## config.mk

```make
export PLATFORM = sky130hd
export DESIGN_NAME = uart_rx_fifo_param
export DESIGN_NICKNAME = d
export VERILOG_FILES = /design/src/rtl/uart_pkg.sv /design/src/rtl/uart_fifo_ram.sv /design/src/rtl/uart_rx_fifo_param.sv
export SDC_FILE = /design/constraint.sdc
export NUM_CORES = 1
export LEC_CHECK = 0
export ABC_AREA = 1
export CORE_ASPECT_RATIO = 2
export CORE_MARGIN = 8
export CORE_UTILIZATION = 30
export DETAILED_ROUTE_END_ITERATION = 6
export PLACE_DENSITY_LB_ADDON = 0.1
export SLEW_MARGIN = 20
export SYNTH_ARGS = -nofsm -noshare
export SYNTH_HDL_FRONTEND = slang
export SYNTH_HIERARCHICAL = 1
export SYNTH_SLANG_ARGS = --single-unit
```

## constraint.sdc

```tcl
create_clock -name clock -period 3.9 [get_ports clock]
set_input_delay 0.585 -clock clock [delete_from_list [all_inputs] [get_ports clock]]
set_output_delay 0.585 -clock clock [all_outputs]
set_load 0.005 [all_outputs]
```

## src/rtl/uart_pkg.sv

```systemverilog
// Shared constants for the UART RX path: status bit positions and default status width.
package uart_pkg;

   localparam int UART_STATUS_WIDTH = 3;

   localparam int STATUS_FRAME  = 0;
   localparam int STATUS_PARITY = 1;
   localparam int STATUS_BREAK  = 2;

endpackage

```

## src/rtl/uart_fifo_ram.sv

```systemverilog
// Entry storage for the RX FIFO: synchronous write, asynchronous read, no reset.
module uart_fifo_ram #(
   parameter int WIDTH     = 11,
   parameter int ADDR_BITS = 4
) (
   input  logic                 clock,
   input  logic                 we,
   input  logic [ADDR_BITS-1:0] waddr,
   input  logic [WIDTH-1:0]     wdata,
   input  logic [ADDR_BITS-1:0] raddr,
   output logic [WIDTH-1:0]     rdata
);

   logic [WIDTH-1:0] mem [2**ADDR_BITS];

   always_ff @(posedge clock) begin
      if (we) begin
         mem[waddr] <= wdata;
      end
   end

   assign rdata = mem[raddr];

endmodule

```

## src/rtl/uart_rx_fifo_param.sv

```systemverilog
// RX character FIFO with per-entry status, trigger level, sticky overrun, flush, error tracking and timeout.
// Head is visible combinationally; pops and pushes take effect at the next edge; writes while full are dropped and flagged.
module uart_rx_fifo_param
   import uart_pkg::*;
#(
   parameter int DATA_WIDTH     = 8,
   parameter int DEPTH_LOG2     = 4,
   parameter int STATUS_WIDTH   = UART_STATUS_WIDTH,
   parameter int TIMEOUT_CYCLES = 64
) (
   input  logic                    clock,
   input  logic                    reset,
   input  logic                    fifoWe,
   input  logic [DATA_WIDTH-1:0]   dataIn,
   input  logic [STATUS_WIDTH-1:0] statusIn,
   input  logic                    fifoRe,
   input  logic                    flush,
   input  logic                    clearOverrun,
   input  logic [DEPTH_LOG2:0]     triggerLevel,
   output logic [DATA_WIDTH-1:0]   dataOut,
   output logic [STATUS_WIDTH-1:0] statusOut,
   output logic                    fifoEmpty,
   output logic                    fifoFull,
   output logic [DEPTH_LOG2:0]     nrOfEntries,
   output logic                    levelReached,
   output logic                    overrun,
   output logic                    errorPresent,
   output logic                    timeout
);

   localparam int CW = DEPTH_LOG2 + 1;
   localparam int TW = $clog2(TIMEOUT_CYCLES + 1);
   localparam int EW = DATA_WIDTH + STATUS_WIDTH;
   localparam logic [CW-1:0] DEPTH_C = CW'(2**DEPTH_LOG2);
   localparam logic [TW-1:0] TMAX    = TW'(TIMEOUT_CYCLES);

   logic [DEPTH_LOG2-1:0]   wr_ptr, rd_ptr;
   logic [CW-1:0]           count, count_nxt;
   logic [CW-1:0]           err_count, err_nxt;
   logic [TW-1:0]           idle_cnt;
   logic                    empty_q, full_q, overrun_q;
   logic                    rd_acc, wr_acc, ram_we;
   logic [EW-1:0]           head;
   logic [STATUS_WIDTH-1:0] head_status;

   // A read frees a slot in the same cycle, so a full FIFO can still take a write alongside it.
   always_comb begin
      rd_acc      = fifoRe & ~empty_q;
      wr_acc      = fifoWe & (~full_q | rd_acc);
      ram_we      = wr_acc & reset & ~flush;
      head_status = head[DATA_WIDTH +: STATUS_WIDTH];
      count_nxt   = count + CW'(wr_acc) - CW'(rd_acc);
      err_nxt     = err_count + CW'(wr_acc & (|statusIn)) - CW'(rd_acc & (|head_status));
   end

   uart_fifo_ram #(
      .WIDTH     (EW),
      .ADDR_BITS (DEPTH_LOG2)
   ) u_ram (
      .clock (clock),
      .we    (ram_we),
      .waddr (wr_ptr),
      .wdata ({statusIn, dataIn}),
      .raddr (rd_ptr),
      .rdata (head)
   );

   always_ff @(posedge clock) begin
      if (!reset) begin
         wr_ptr    <= '0;
         rd_ptr    <= '0;
         count     <= '0;
         empty_q   <= 1'b1;
         full_q    <= 1'b0;
         overrun_q <= 1'b0;
         err_count <= '0;
         idle_cnt  <= '0;
      end else if (flush) begin
         wr_ptr    <= '0;
         rd_ptr    <= '0;
         count     <= '0;
         empty_q   <= 1'b1;
         full_q    <= 1'b0;
         err_count <= '0;
         idle_cnt  <= '0;
      end else begin
         if (wr_acc) begin
            wr_ptr <= wr_ptr + 1'b1;
         end
         if (rd_acc) begin
            rd_ptr <= rd_ptr + 1'b1;
         end
         count     <= count_nxt;
         empty_q   <= (count_nxt == '0);
         full_q    <= (count_nxt == DEPTH_C);
         err_count <= err_nxt;
         // Setting wins over a coincident clear so no overrun event is lost.
         if (fifoWe & full_q & ~rd_acc) begin
            overrun_q <= 1'b1;
         end else if (clearOverrun) begin
            overrun_q <= 1'b0;
         end
         if (wr_acc | rd_acc | empty_q) begin
            idle_cnt <= '0;
         end else if (idle_cnt != TMAX) begin
            idle_cnt <= idle_cnt + 1'b1;
         end
      end
   end

   assign dataOut      = head[DATA_WIDTH-1:0];
   assign statusOut    = empty_q ? '0 : head_status;
   assign fifoEmpty    = empty_q;
   assign fifoFull     = full_q;
   assign nrOfEntries  = count;
   assign levelReached = (triggerLevel != '0) && (count >= triggerLevel);
   assign overrun      = overrun_q;
   assign errorPresent = (err_count != '0);
   assign timeout      = (idle_cnt == TMAX) & ~empty_q;

endmodule

```

==> metrics.md <==
| Metric | Value |
|---|---|
| Outcome | `finished, final reports clean` |
| CP max FO | `49` |
| Worst vdd ir | `0.000254 V` |
| Yosys cell types | `35` |
| H-tree Lvls | `1` |
| Final hold viol count | `0` |
| Design area | `0.0111 mm2` |
| Clock root buffer | `clkbuf_16` |
| Routed wire per std cell | `about 17 um` |
| Top FF cell, synth | `edfxtp_1` |
| HP Start | `idle_cnt[6]$_SDFFE_PP0P_` |
| Initial core utilization | `a little under a third` |
| #FFs+latches synth | `204` |
| Cts repair resizes | `0` |
| Detailed placement HPWL | `17600 um` |
| Worst path most repeated cell | `nand2_1` |
| Critical path class | `register to output pin` |
| Worst-skew pair later-pin latency | `roughly 500 ps` |
| Chip width | `~140 um` |
| Share of the yosys chip area belonging to registers | `62.3%` |
| Die ar. | `between 0.03 and 0.04 mm2` |
| Hold EP | `idle_cnt[6]$_SDFFE_PP0P_` |
| Initial antenna violation count | `0` |
| Crit path largest cell delay | `510 ps` |
| Cts bufs inserted | `21` |
| IO Port Bufs | `43` |
| CP max-delay cell | `clkdlybuf4s50_1` |
| DRT antenna net count | `0` |
| R2r setup slk | `about 960 ps` |
| CP Launch Type | `register` |
| Nets@finish | `1089` |
| Post-route DRC violation count | `0` |
| CP Capture Type | `output pin` |
| Clock-pin transition on the worst setup and hold timing paths | `60 ps` |
| Max-cap violations | `0` |
| Hold WC Path Type | `register to register` |
| TritonCTS clock tree | `built` |
| Tcrit/Tclk final | `82.9%` |
| TNS Setup | `0 ps` |
| Clk buf depth | `3` |
| Setup WS pre-CTS | `867 ps` |
| Largest net degree at the start of global routing | `92` |
| Syn_nets | `1021` |
| Slew headroom | `approximately two fifths` |
| RSZ-0062 raised after global routing | `false` |
| First-pass GRT wire length | `roughly 40000 um` |
| Number of global-route vias before repair | `6504` |
| Post-CTS setup buffer count | `0` |
| Syn Area/Cell | `between 9 and 10 um2` |
| CP cell instances | `inv_4 > buf_4 > nand2_1 > nand2_1 > nand2_1 > nand3_1 > nand3_1 > nand2_1 > clkdlybuf4s50_1` |
| Placed cells | `1439` |
| Die height | `between 200 and 300 um` |
| Power Dens Cells | `424 mW/mm2` |
| Via/cell ratio | `4.41` |
| Final max-slew violation count | `0` |
| Worst reg2reg path endpoint | `err_count[4]$_SDFF_PP0_` |
| I/O Pins | `44` |
| Number of flops mapped to enable cells by yosys | `176` |
| Pin slew with the least headroom to its limit | `879 ps` |
| Cell count after synthesis | `976` |
| Drt total wl | `25800 um` |
| R2R Path Start | `rd_ptr[0]$_SDFFE_PP0P_` |
| FP Rows | `91` |
| Buf/Inv on CP | `3` |
| Tot GR Track Use | `14.0%` |
| Num Clock Sinks | `204` |
| Final WS setup | `668 ps` |
| P_leak | `4.66 nW` |
| Post-DP Area | `0.0104 mm2` |
| YS warnings | `6` |
| Crit path time final | `3230 ps` |
| R2r worst-path depth | `18` |
| Cell area after synthesis | `0.00938 mm2` |
| Skew final | `7.86 ps` |
| Vias | `6498` |
| Layout area overhead | `18.0%` |
| Arr. time, crit path | `approximately 2700 ps` |
| Post-route insts no fill | `approximately 1500` |
| Final number of setup-violating endpoints | `0` |
| Drt first pass iters | `4` |
| Hold_buf cts | `0` |
| Core area | `0.0309 mm2` |
| Share of layout cells above drive strength 1 | `8.04%` |
| CP top delay family | `buffers and inverters` |
| # diodes | `0` |
| Async SR Flop Fraction | `0%` |
| Starting DRT DRC Count | `285` |
| Fmax | `309 MHz` |
| CP required | `3310 ps` |
| Placer Congestion | `0.747` |
| Beginning of the critical path | `rd_ptr[0]$_SDFFE_PP0P_` |
| GR Overflow Total | `0` |
| Hold Path Cell Cnt | `2` |
[registers in the layout, indices dropped and copies added (netlist names)]
signal and cells:
err_count 5, fifoEmpty 1, fifoFull 1, idle_cnt 7, nrOfEntries 5, overrun 1
rd_ptr 4, u_ram/mem 176, wr_ptr 4
[kinds of logic (layout without fill, tap and decap cells)]
family                     Yosys count  count (layout)  synth area share [%]
and+or+nand+nor                    504             504                  23.0
buffers and inverters              220             301                  9.67
DFF                                204             204                  62.3
adders and majority gates           23              23                  3.23
AOI/OAI and AO/OA                   19              19                  1.16
xor gates and xnor gates             6               6                 0.560
[stage by stage]
| step | power (mW) | hold slack, ps | utilization (%) |
|---|---|---|---|
| 6_report | 4.69 | 458 | 35.9 |
| 3_3_place_gp | 2.79 | 447 | 33.8 |
| 4_1_cts | 4.77 | 463 | 35.9 |
| 2_1_floorplan | 2.63 | 439 | - |
| 5_1_grt | 4.88 | 488 | 35.9 |
| 3_5_place_dp | 2.79 | 453 | 33.8 |
[worst max-delay path by stage]
stage | endpoint | slack (ps) | depth (start not counted)
6_report | dataOut[2] | 670 | 9
2_1_floorplan | err_count[4]$_SDFF_PP0_ | 1310 | 20
3_3_place_gp | err_count[4]$_SDFF_PP0_ | 850 | 16
4_1_cts | dataOut[0] | 590 | 9
3_5_place_dp | err_count[4]$_SDFF_PP0_ | 870 | 16
5_1_grt | dataOut[0] | 390 | 9
[worst min-delay path: stages, from the launching register on]
cell and delay, ps:
dfxtp_1 310, nand2_1 60, a21oi_1 50
[layout by cell type (no fill, tap or decap), drive strengths merged]
cell / instances
inv: 185
o31ai: 1
nor3: 1
clkdlybuf4s50: 43
nand4: 3
o21ai: 6
nor3b: 1
fa: 2
clkinv: 8
a31oi: 1
nand3b: 3
a21oi: 10
xor2: 3
and3: 1
clkbuf: 25
bufinv: 2
nor2: 61
or2: 1
xnor2: 3
edfxtp: 176
buf: 38
ha: 21
nand3: 147
nand2: 286
dfxtp: 28
o21bai: 1
[per-layer routing]
layer,vias to the layer above,GRT usage (%),part of all wire (%)
met5,-,0,0
met4,0,6.43,3.9
met3,47,1.60,3.1
met2,114,27.1,55
met1,3095,14.7,38
li1,3242,-,-
[cell usage after synthesis (3+ instances only)]
master    number  area [um2]
inv_1        178         668
xnor2_1        3        26.3
a21oi_1        8        40.0
ha_1          21         263
nand3_1      147         736
edfxtp_1     176        5290
nand4_1        3        18.8
buf_6          5        56.3
nand3b_1       3        22.5
o21ai_0        5        25.0
nand2_1      281        1050
clkbuf_1       6        22.5
dfxtp_1       28         561
nor2_1        59         221
buf_2         19        95.1
inv_2          4        15.0
xor2_1         3        26.3
buf_4          4        30.0
[area by class of cell]
type                       count  area, um2
clock buffer                  25        541
clock inverter                11        104
fill                        3161      19800
inverter                     184        696
multi-input combinational    552       2630
sequential                   204       5850
tap                          418        523
timing repair buffer          81        728
[report_power, final]
group          total (mW)  leakage, nW  internal, mW  switching [mW]
Clock                1.96        0.318          1.12           0.837
Sequential           2.40         1.81          2.38          0.0160
Combinational       0.332         2.53         0.132           0.200
Total                4.69         4.66          3.64            1.05
(Power assumes the default switching activity.)
